==> src/rtl/up_down_counter_pkg.sv <==
// -----------------------------------------------------------------------------
// up_down_counter_pkg
// Shared definitions for the up/down counter slice.
//   HEX_SEG    : 16-entry hex-to-7-segment table, active-low, bit 0 = segment a
//                (bit order {g,f,e,d,c,b,a}).
//   digits_for : number of hex digits needed to show a WIDTH-bit value,
//                i.e. ceil(width/4).
// -----------------------------------------------------------------------------
package up_down_counter_pkg;

    localparam logic [6:0] HEX_SEG [16] = '{
        7'b1000000,  // 0
        7'b1111001,  // 1
        7'b0100100,  // 2
        7'b0110000,  // 3
        7'b0011001,  // 4
        7'b0010010,  // 5
        7'b0000010,  // 6
        7'b1111000,  // 7
        7'b0000000,  // 8
        7'b0010000,  // 9
        7'b0001000,  // A
        7'b0000011,  // b
        7'b1000110,  // C
        7'b0100001,  // d
        7'b0000110,  // E
        7'b0001110   // F
    };

    function automatic int unsigned digits_for(input int unsigned width);
        return (width + 32'd3) / 32'd4;
    endfunction

endpackage

==> src/rtl/hexdisplay.sv <==
// -----------------------------------------------------------------------------
// hexdisplay
// Purely combinational decoder from one hex nibble to an active-low
// 7-segment glyph.
// Ports:
//   nibble : in  [3:0]  value to display
//   seg    : out [6:0]  active-low segments, bit 0 = a ... bit 6 = g
// -----------------------------------------------------------------------------
module hexdisplay
    import up_down_counter_pkg::*;
(
    input  logic [3:0] nibble,
    output logic [6:0] seg
);

    assign seg = HEX_SEG[nibble];

endmodule

==> src/rtl/up_down_counter.sv <==
// -----------------------------------------------------------------------------
// up_down_counter
// Loadable up/down counter with terminal count MAX, selectable wrap or
// saturate behaviour at both boundaries, a one-cycle boundary pulse, a
// sticky boundary flag and a multi-digit 7-segment rendering of the count.
//
// Parameters:
//   WIDTH  : counter width in bits (4..32)
//   MAX    : terminal count (1..2**WIDTH-1)
//   WRAP   : 1 = wrap at the boundary, 0 = saturate
//   DIGITS : number of hex digits driven on hex
// Ports:
//   clk      : in   rising-edge clock
//   clear    : in   asynchronous active-high reset
//   en       : in   count enable
//   up       : in   direction, 1 = increment, 0 = decrement
//   load     : in   synchronous load strobe (has priority over en)
//   load_val : in   [WIDTH-1:0]     value to load, clamped to MAX
//   q        : out  [WIDTH-1:0]     registered count
//   tc       : out  registered one-cycle boundary pulse
//   ovf      : out  registered sticky boundary flag (cleared by load/clear)
//   hex      : out  [7*DIGITS-1:0]  active-low segments, digit i on [7i+6:7i]
// -----------------------------------------------------------------------------
module up_down_counter
    import up_down_counter_pkg::*;
#(
    parameter int unsigned      WIDTH  = 16,
    parameter logic [WIDTH-1:0] MAX    = {WIDTH{1'b1}},
    parameter bit               WRAP   = 1'b1,
    parameter int unsigned      DIGITS = digits_for(WIDTH)
) (
    input  logic                  clk,
    input  logic                  clear,
    input  logic                  en,
    input  logic                  up,
    input  logic                  load,
    input  logic [WIDTH-1:0]      load_val,
    output logic [WIDTH-1:0]      q,
    output logic                  tc,
    output logic                  ovf,
    output logic [7*DIGITS-1:0]   hex
);

    localparam logic [WIDTH-1:0] ONE  = {{(WIDTH-1){1'b0}}, 1'b1};
    localparam int unsigned      PADW = 4 * DIGITS;

    logic [WIDTH-1:0] q_d;
    logic             tc_d;
    logic             ovf_d;

    // Next-state selection: load beats en; tc defaults low so it is a pulse.
    always_comb begin
        q_d   = q;
        tc_d  = 1'b0;
        ovf_d = ovf;
        if (load) begin
            q_d   = (load_val > MAX) ? MAX : load_val;
            ovf_d = 1'b0;
        end else if (en) begin
            if (up) begin
                if (q == MAX) begin
                    q_d   = WRAP ? '0 : MAX;
                    tc_d  = 1'b1;
                    ovf_d = 1'b1;
                end else begin
                    q_d = q + ONE;
                end
            end else begin
                if (q == '0) begin
                    q_d   = WRAP ? MAX : '0;
                    tc_d  = 1'b1;
                    ovf_d = 1'b1;
                end else begin
                    q_d = q - ONE;
                end
            end
        end
    end

    always_ff @(posedge clk or posedge clear) begin
        if (clear) begin
            q   <= '0;
            tc  <= 1'b0;
            ovf <= 1'b0;
        end else begin
            q   <= q_d;
            tc  <= tc_d;
            ovf <= ovf_d;
        end
    end

    // Zero-pad q so digits above WIDTH decode a 0 nibble.
    logic [PADW-1:0] q_pad;

    if (PADW > WIDTH) begin : g_pad
        assign q_pad = {{(PADW - WIDTH){1'b0}}, q};
    end else begin : g_trunc
        assign q_pad = q[PADW-1:0];
    end

    for (genvar i = 0; i < DIGITS; i++) begin : g_digit
        hexdisplay u_hexdisplay (
            .nibble (q_pad[4*i +: 4]),
            .seg    (hex[7*i +: 7])
        );
    end

endmodule

==> config.mk <==
export PLATFORM = sky130hd
export DESIGN_NAME = up_down_counter
export DESIGN_NICKNAME = d
export VERILOG_FILES = /design/src/rtl/up_down_counter_pkg.sv /design/src/rtl/hexdisplay.sv /design/src/rtl/up_down_counter.sv
export SDC_FILE = /design/constraint.sdc
export NUM_CORES = 1
export LEC_CHECK = 0
export ABC_AREA = 1
export ABC_CLOCK_PERIOD_IN_PS = 2300
export CORE_MARGIN = 2
export CORE_UTILIZATION = 41
export DETAILED_ROUTE_END_ITERATION = 6
export PLACE_DENSITY = 0.69
export SLEW_MARGIN = 40
export SYNTH_ARGS = -nofsm -noshare
export SYNTH_HDL_FRONTEND = slang
export SYNTH_SLANG_ARGS = --single-unit
==> constraint.sdc <==
create_clock -name clk -period 2.3 [get_ports clk]
set_input_delay 0.345 -clock clk [delete_from_list [all_inputs] [get_ports clk]]
set_output_delay 0.345 -clock clk [all_outputs]
set_load 0.005 [all_outputs]
==> impl_metrics.env, run 1 <==
export IMPL_fin_cells=599
export IMPL_crit_fanout=12
export IMPL_tns_ns=0
export IMPL_worstReg2RegEnd="q[14]$_DFFE_PP0P_"
export IMPL_crit_chain="buf_4, nor3_1, nand3b_1, clkdlybuf4s50_1"
export IMPL_htreeDepth=1
export IMPL_synthesis_nets=485
export IMPL_cts_sinks=18
export IMPL_max_freq_mhz=446
export IMPL_period_minus_slack_ns=2.24
export IMPL_yosys_most_used_dff="dfrtp_1"
export IMPL_rsz0062_at_grt="no"
export IMPL_synth_cell_types=34
export IMPL_gp_congestion=0.968
export IMPL_cpMaxStageDelayCell="clkdlybuf4s50_1"
export IMPL_max_stage_delay_ns=0.50
export IMPL_hold_path_class="input port to async pin"
export IMPL_critical_path_startpoint_type="flip-flop"
export IMPL_path_delay_family="buffers and inverters"
export IMPL_met3_usage_pct=3.59
export IMPL_via_count=3204
export IMPL_dp_cells=592
export IMPL_finalMaxSlewViolations=0
export IMPL_switchingPower_mw=0.757
export IMPL_synth_edf_count=0
export IMPL_netlist_instances=443
export IMPL_drive_gt1_share_pct=13.2
export IMPL_io_buffers=66
export IMPL_p_clk_share_pct=15.9
export IMPL_gr_usage_met2_pct=44.8
export IMPL_remaining_drc_errors=0
export IMPL_skew_ns=0.00111
export IMPL_swShare_pct=42.0
export IMPL_cp_end_kind="output pin"
export IMPL_cp_arrival_ns=1.90
export IMPL_drt_total_wl_mm=8.90
export IMPL_cts_tree="built"
export IMPL_antenna_cells=0
export IMPL_grtUsageMet1_pct=37.4
export IMPL_fin_nets=567
export IMPL_insertion_delay_ns=0.27
export IMPL_worstMarginPinSlew_ns=0.749
export IMPL_p_per_area_nw_per_um2=509
export IMPL_hold_buffers=0
export IMPL_drv_cap=0
export IMPL_rows=28
export IMPL_root_buffer="clkbuf_8"
export IMPL_worst_r2r_cell_count=11
export IMPL_numCtsBuffers=3
export IMPL_drt_iter0_drc=286
export IMPL_reg2reg_slack_ns=0.34
export IMPL_internal_power_mw=1.04
export IMPL_avgSynthCellArea_sq_um=5.69
export IMPL_pwr_share_seq_pct=23.6
export IMPL_hold_violations=0
export IMPL_routedWlPerCell_um=14.8
export IMPL_synthesis_area_sq_um=2520
export IMPL_synth_warnings=0
export IMPL_grt_overflow=0
export IMPL_ios=67
export IMPL_cp_buffers_inverters=2
export IMPL_setup_viol=0
export IMPL_start_util_pct=42.6
export IMPL_slew_headroom_pct=49.7
export IMPL_outcome="completed"
export IMPL_firstDrtPassIters=5
export IMPL_fp_dieW_um=82.4
export IMPL_antenna_left=0
export IMPL_crit_cells=4
export IMPL_postSynth_asyncResetShare_pct=100
export IMPL_dieArea_sq_um=6790
export IMPL_clk_pin_slew_worst_paths_ns=0.08
export IMPL_ys_seq_elements=18
export IMPL_comb_power_share_pct=60.5
export IMPL_ys_seq_area_share_pct=17.9
export IMPL_dieHeight_um=82.4
export IMPL_antenna_found_initial=0
export IMPL_p_leak_nw=1.74
export IMPL_core_area_sq_um=5920
export IMPL_grt_max_degree=25
export IMPL_fin_crit_sh_pct=97.6
export IMPL_vdd_ir_drop_max_mv=0.306
export IMPL_grt_first_pass_wirelength_mm=14.0
export IMPL_reg2reg_from="q[9]$_DFFE_PP0P_"
export IMPL_required_ns=1.96
export IMPL_cts_buffer_depth=2
export IMPL_grt_pass1_vias=2912
export IMPL_area_growth_pct=40.5
export IMPL_dpl_hpwl_mm=6.98
export IMPL_timing_worst_setup_path_type="flip-flop to output pin"
export IMPL_grt_busiest_layer="met2"
export IMPL_grt_util_all_layers_pct=26.9
export IMPL_vias_per_cell=5.35
-- area by class of cell --
| class | instances | area, sq um |
|---|---|---|
| Inverter | 44 | 165 |
| Clock buffer | 4 | 55.1 |
| Timing Repair Buffer | 95 | 892 |
| Sequential cell | 18 | 459 |
| Fill cell | 588 | 2380 |
| Tap cell | 75 | 93.8 |
| Multi-Input combinational cell | 363 | 1880 |
-- registers in the layout (all words and copies together), names as in the netlist --
signal	flops
q	16
tc	1
ovf	1
-- power by group through the flow --
stage                     Sequential [mW]  Clock (mW)  Combinational (mW)
after floorplan                     0.411           0               0.544
after global placement              0.421           0                1.05
after detailed placement            0.422           0                1.06
after CTS                           0.417       0.283                1.06
after global routing                0.434       0.297                1.20
final                               0.425       0.286                1.09
-- cell families after synthesis --
kind of cell / after synthesis / synth area share [%]
buffers and inverters: 62 / 9.68
and+or+nand+nor: 268 / 43.3
DFF: 18 / 17.9
adders and majority gates: 21 / 10.4
AOI/OAI and AO/OA: 67 / 16.3
xor gates and xnor gates: 7 / 2.43
-- metrics by stage --
stage                     hold slack, ns  power, mW  area [sq um]  util, %  setup WS, ns
final                              0.411       1.80          3540     59.8        0.0561
after global routing               0.467       1.93          3540     59.8       0.00276
after CTS                          0.496       1.76          3470     58.5       -0.0358
after detailed placement           0.466       1.48          3390     57.3         0.161
after global placement             0.472       1.47          3390     57.3         0.232
after floorplan                    0.284      0.955          2520        -         0.460
-- worst reg2reg max path, delay by kind of cell, from the launching register on --
family | cells | cell delay (ns)
buf+inv | 2 | 0.30
fa+ha+maj | 1 | 0.26
compound gates | 1 | 0.11
simple gates | 7 | 0.78
flops | 1 | 0.46
-- how the worst max path moves through the flow --
stage / from / endpoint / slack, ns
3_3_place_gp: q[9]$_DFFE_PP0P_ / hex[17] / 0.23
6_report: q[11]$_DFFE_PP0P_ / hex[20] / 0.06
4_1_cts: q[5]$_DFFE_PP0P_ / hex[13] / -0.04
3_5_place_dp: q[8]$_DFFE_PP0P_ / hex[17] / 0.16
5_1_grt: q[0]$_DFFE_PP0P_ / hex[0] / 0.003
2_1_floorplan: q[4]$_DFFE_PP0P_ / q[14]$_DFFE_PP0P_ / 0.46
-- placed cells by master (no fill, tap or decap), drive strengths merged --
master / n
o211ai: 7
nor3: 2
nand2: 153
o311ai: 3
a32o: 1
nand3b: 1
o22ai: 2
or2: 1
a22oi: 6
buf: 29
a211o: 1
o31ai: 2
o221ai: 2
ha: 21
dfrtp: 18
dlygate4sd2: 1
nand4: 3
clkinv: 3
a21oi: 10
inv: 41
a31oi: 3
nor2: 64
o21ai: 29
clkdlybuf4s50: 59
xor2: 7
clkbuf: 4
dlymetal6s2s: 6
a2bb2oi: 1
nand3: 44
-- synthesized netlist by cell type, types with 2 or more instances --
cell	count	area share (%)
o211ai_1	7	2.1
xor2_1	7	2.4
clkbuf_1	10	1.5
nor2_1	61	9.1
o22ai_1	2	0.50
o31ai_1	2	0.60
nand4_1	3	0.74
ha_1	21	10
a22oi_1	6	1.8
a31oi_1	3	0.74
o221ai_1	2	0.69
buf_2	6	1.2
nand3_1	44	8.7
o311ai_0	2	0.69
a21oi_1	10	2.0
nor2_2	2	0.50
inv_2	6	0.89
nor3_1	2	0.40
clkinv_1	2	0.30
inv_1	36	5.4
dfrtp_1	18	18
o21ai_1	5	0.99
nand2_1	152	23
o21ai_0	24	4.8
-- what timing repair did --
| item | in CTS | in global routing |
|---|---|---|
| endpoints found under the setup margin | 5 | 20 |
| setup buffers | 2 | 1 |
| resized for setup | 5 | 30 |
-- metal layers --
metal | share of wire [%] | vias up
li1 | - | 1603
met3 | 7.1 | 11
met1 | 44 | 1471
met2 | 47 | 119
met5 | 0 | -
met4 | 1.1 | 0
Power figures use the tool's default switching activity.
==> inputs of run 2 (changes only) <==
SLEW_MARGIN = 25   (was 40)
==> run 2 against run 1 <==
Against the previous run: highest routed layer unchanged; total power barely moved; critical endpoint unchanged; hold slack better by 0.081 ns; combinational power hardly changed; die area did not move; largest cell class unchanged.
==> impl_metrics.env, run 2 (synthesis results as in run 1) <==
export IMPL_grt_max_degree=25
export IMPL_gp_congestion=0.968
export IMPL_timing_worst_setup_path_type="flip-flop to output pin"
export IMPL_reg_top3="q x16, ovf x1, tc x1"
export IMPL_core_area_sq_um=5920
export IMPL_root_buffer="clkbuf_8"
export IMPL_insertion_delay_ns=0.27
export IMPL_setup_viol=0
export IMPL_critical_path_startpoint_type="flip-flop"
export IMPL_crit_chain="buf_4, nor3_1, nand3b_1, clkdlybuf4s50_1"
export IMPL_dieHeight_um=82.4
export IMPL_period_minus_slack_ns=2.23
export IMPL_rsz0062_at_grt="no"
export IMPL_fin_nets=567
export IMPL_antenna_left=0
export IMPL_firstDrtPassIters=5
export IMPL_cp_arrival_ns=1.89
export IMPL_vias_per_cell=5.35
export IMPL_finalMaxSlewViolations=0
export IMPL_dpl_cell_area_sq_um=3390
export IMPL_io_buffers=66
export IMPL_regMostFlops="q"
export IMPL_tns_ns=0
export IMPL_routedWlPerCell_um=14.8
export IMPL_p_per_area_nw_per_um2=509
export IMPL_numCtsBuffers=3
export IMPL_dpl_hpwl_mm=6.98
export IMPL_reg2reg_from="q[9]$_DFFE_PP0P_"
export IMPL_vdd_ir_drop_max_mv=0.306
export IMPL_critPathLaunch="q[11]$_DFFE_PP0P_"
export IMPL_grt_overflow=0
export IMPL_p_leak_nw=1.75
export IMPL_hold_violations=0
export IMPL_dieArea_sq_um=6790
export IMPL_largest_reg_flops=16
export IMPL_final_common_cell="nand2_1"
export IMPL_cpMaxStageDelayCell="clkdlybuf4s50_1"
export IMPL_rows=28
export IMPL_area_growth_pct=40.5
export IMPL_start_util_pct=42.6
export IMPL_drt_total_wl_mm=8.88
export IMPL_outcome="completed"
export IMPL_max_freq_mhz=448
export IMPL_antenna_found_initial=0
export IMPL_remaining_drc_errors=0
export IMPL_required_ns=1.96
export IMPL_most_common_layout_cells="150 x nand2_1, 59 x clkdlybuf4s50_1, 58 x nor2_1"
export IMPL_cts_sinks=18
export IMPL_drive_gt1_share_pct=13.2
export IMPL_worstMarginPinSlew_ns=0.790
export IMPL_ios=67
export IMPL_drt_iter0_drc=286
export IMPL_drv_cap=0
export IMPL_fin_crit_sh_pct=97.1
export IMPL_htreeDepth=1
export IMPL_grt_pass1_vias=2912
export IMPL_hold_path_class="flip-flop to flip-flop"
export IMPL_clk_pin_slew_worst_paths_ns=0.08
export IMPL_cp_buffers_inverters=2
export IMPL_crit_fanout=12
export IMPL_path_delay_family="buffers and inverters"
export IMPL_skew_ns=0.00124
export IMPL_fp_dieW_um=82.4
export IMPL_post_route_util_pct=59.8
export IMPL_hold_start="ovf$_DFFE_PP0P_"
export IMPL_grt_util_all_layers_pct=26.9
export IMPL_cts_tree="built"
export IMPL_slew_headroom_pct=47.3
export IMPL_antenna_cells=0
export IMPL_max_stage_delay_ns=0.50
export IMPL_via_count=3205
export IMPL_cts_buffer_depth=2
export IMPL_design_area_sq_um=3540
export IMPL_cp_end_kind="output pin"
export IMPL_grt_first_pass_wirelength_mm=14.0
-- run 2: cell types whose count changed in the layout (fill, tap and decap cells not counted), sizes merged --
cell | before | now
inv | 41 | 42
clkinv | 3 | 2
-- run 2: worst paths after layout --
| check | endpoint | cells after the start | slack [ns] |
|---|---|---|---|
| max in group asynchronous | q[7]$_DFFE_PP0P_ | 2 | 1.24 |
| setup reg to reg | q[14]$_DFFE_PP0P_ | 11 | 0.33 |
| hold reg to reg | ovf$_DFFE_PP0P_ | 2 | 0.49 |
| setup / recovery | hex[20] | 4 | 0.07 |
| hold / removal | ovf$_DFFE_PP0P_ | 2 | 0.49 |
| min in group asynchronous | q[15]$_DFFE_PP0P_ | 2 | 0.52 |
-- run 2: repair_timing --
item,in CTS,in global routing
endpoints found under the hold margin,0,0
pin swaps,0,0
setup endpoints to repair,5,20
buffers inserted,2,1
gates resized for setup,5,30
hold buffers,0,0
-- run 2: layout make-up --
class,instances,area (sq um)
clock buffer,4,55.1
timing repair buffer,95,892
sequential,18,459
fill,588,2380
multi-input combinational,363,1880
tap,75,93.8
inverter,44,165
-- run 2: through the flow --
step / hold WS [ns] / cells / worst slack [ns] / total power [mW]
2_1_floorplan: 0.284 / 443 / 0.460 / 0.955
6_report: 0.492 / 599 / 0.0661 / 1.80
3_5_place_dp: 0.466 / 592 / 0.161 / 1.48
4_1_cts: 0.496 / 598 / -0.0358 / 1.76
5_1_grt: 0.525 / 599 / 0.00276 / 1.93
3_3_place_gp: 0.472 / 592 / 0.232 / 1.47
-- run 2: power by group --
group          switching (mW)  leakage (nW)  total [mW]  internal [mW]
clock network           0.134        0.0288       0.287          0.153
logic                   0.555          1.51        1.09          0.535
registers              0.0686         0.212       0.425          0.356
-- run 2: tightest hold or removal path: stages, from the launching register on --
cell     delay [ns]
dfrtp_1        0.36
nand2_1        0.05
nand2_1        0.05
-- run 2: layer usage --
| layer | GRT usage, % | vias to the layer above | part of all wire (%) |
|---|---|---|---|
| met3 | 3.59 | 13 | 7.1 |
| met4 | 5.00 | 0 | 1.2 |
| met1 | 37.4 | 1466 | 44 |
| li1 | - | 1605 | - |
| met2 | 44.8 | 121 | 47 |
| met5 | 0 | - | 0 |
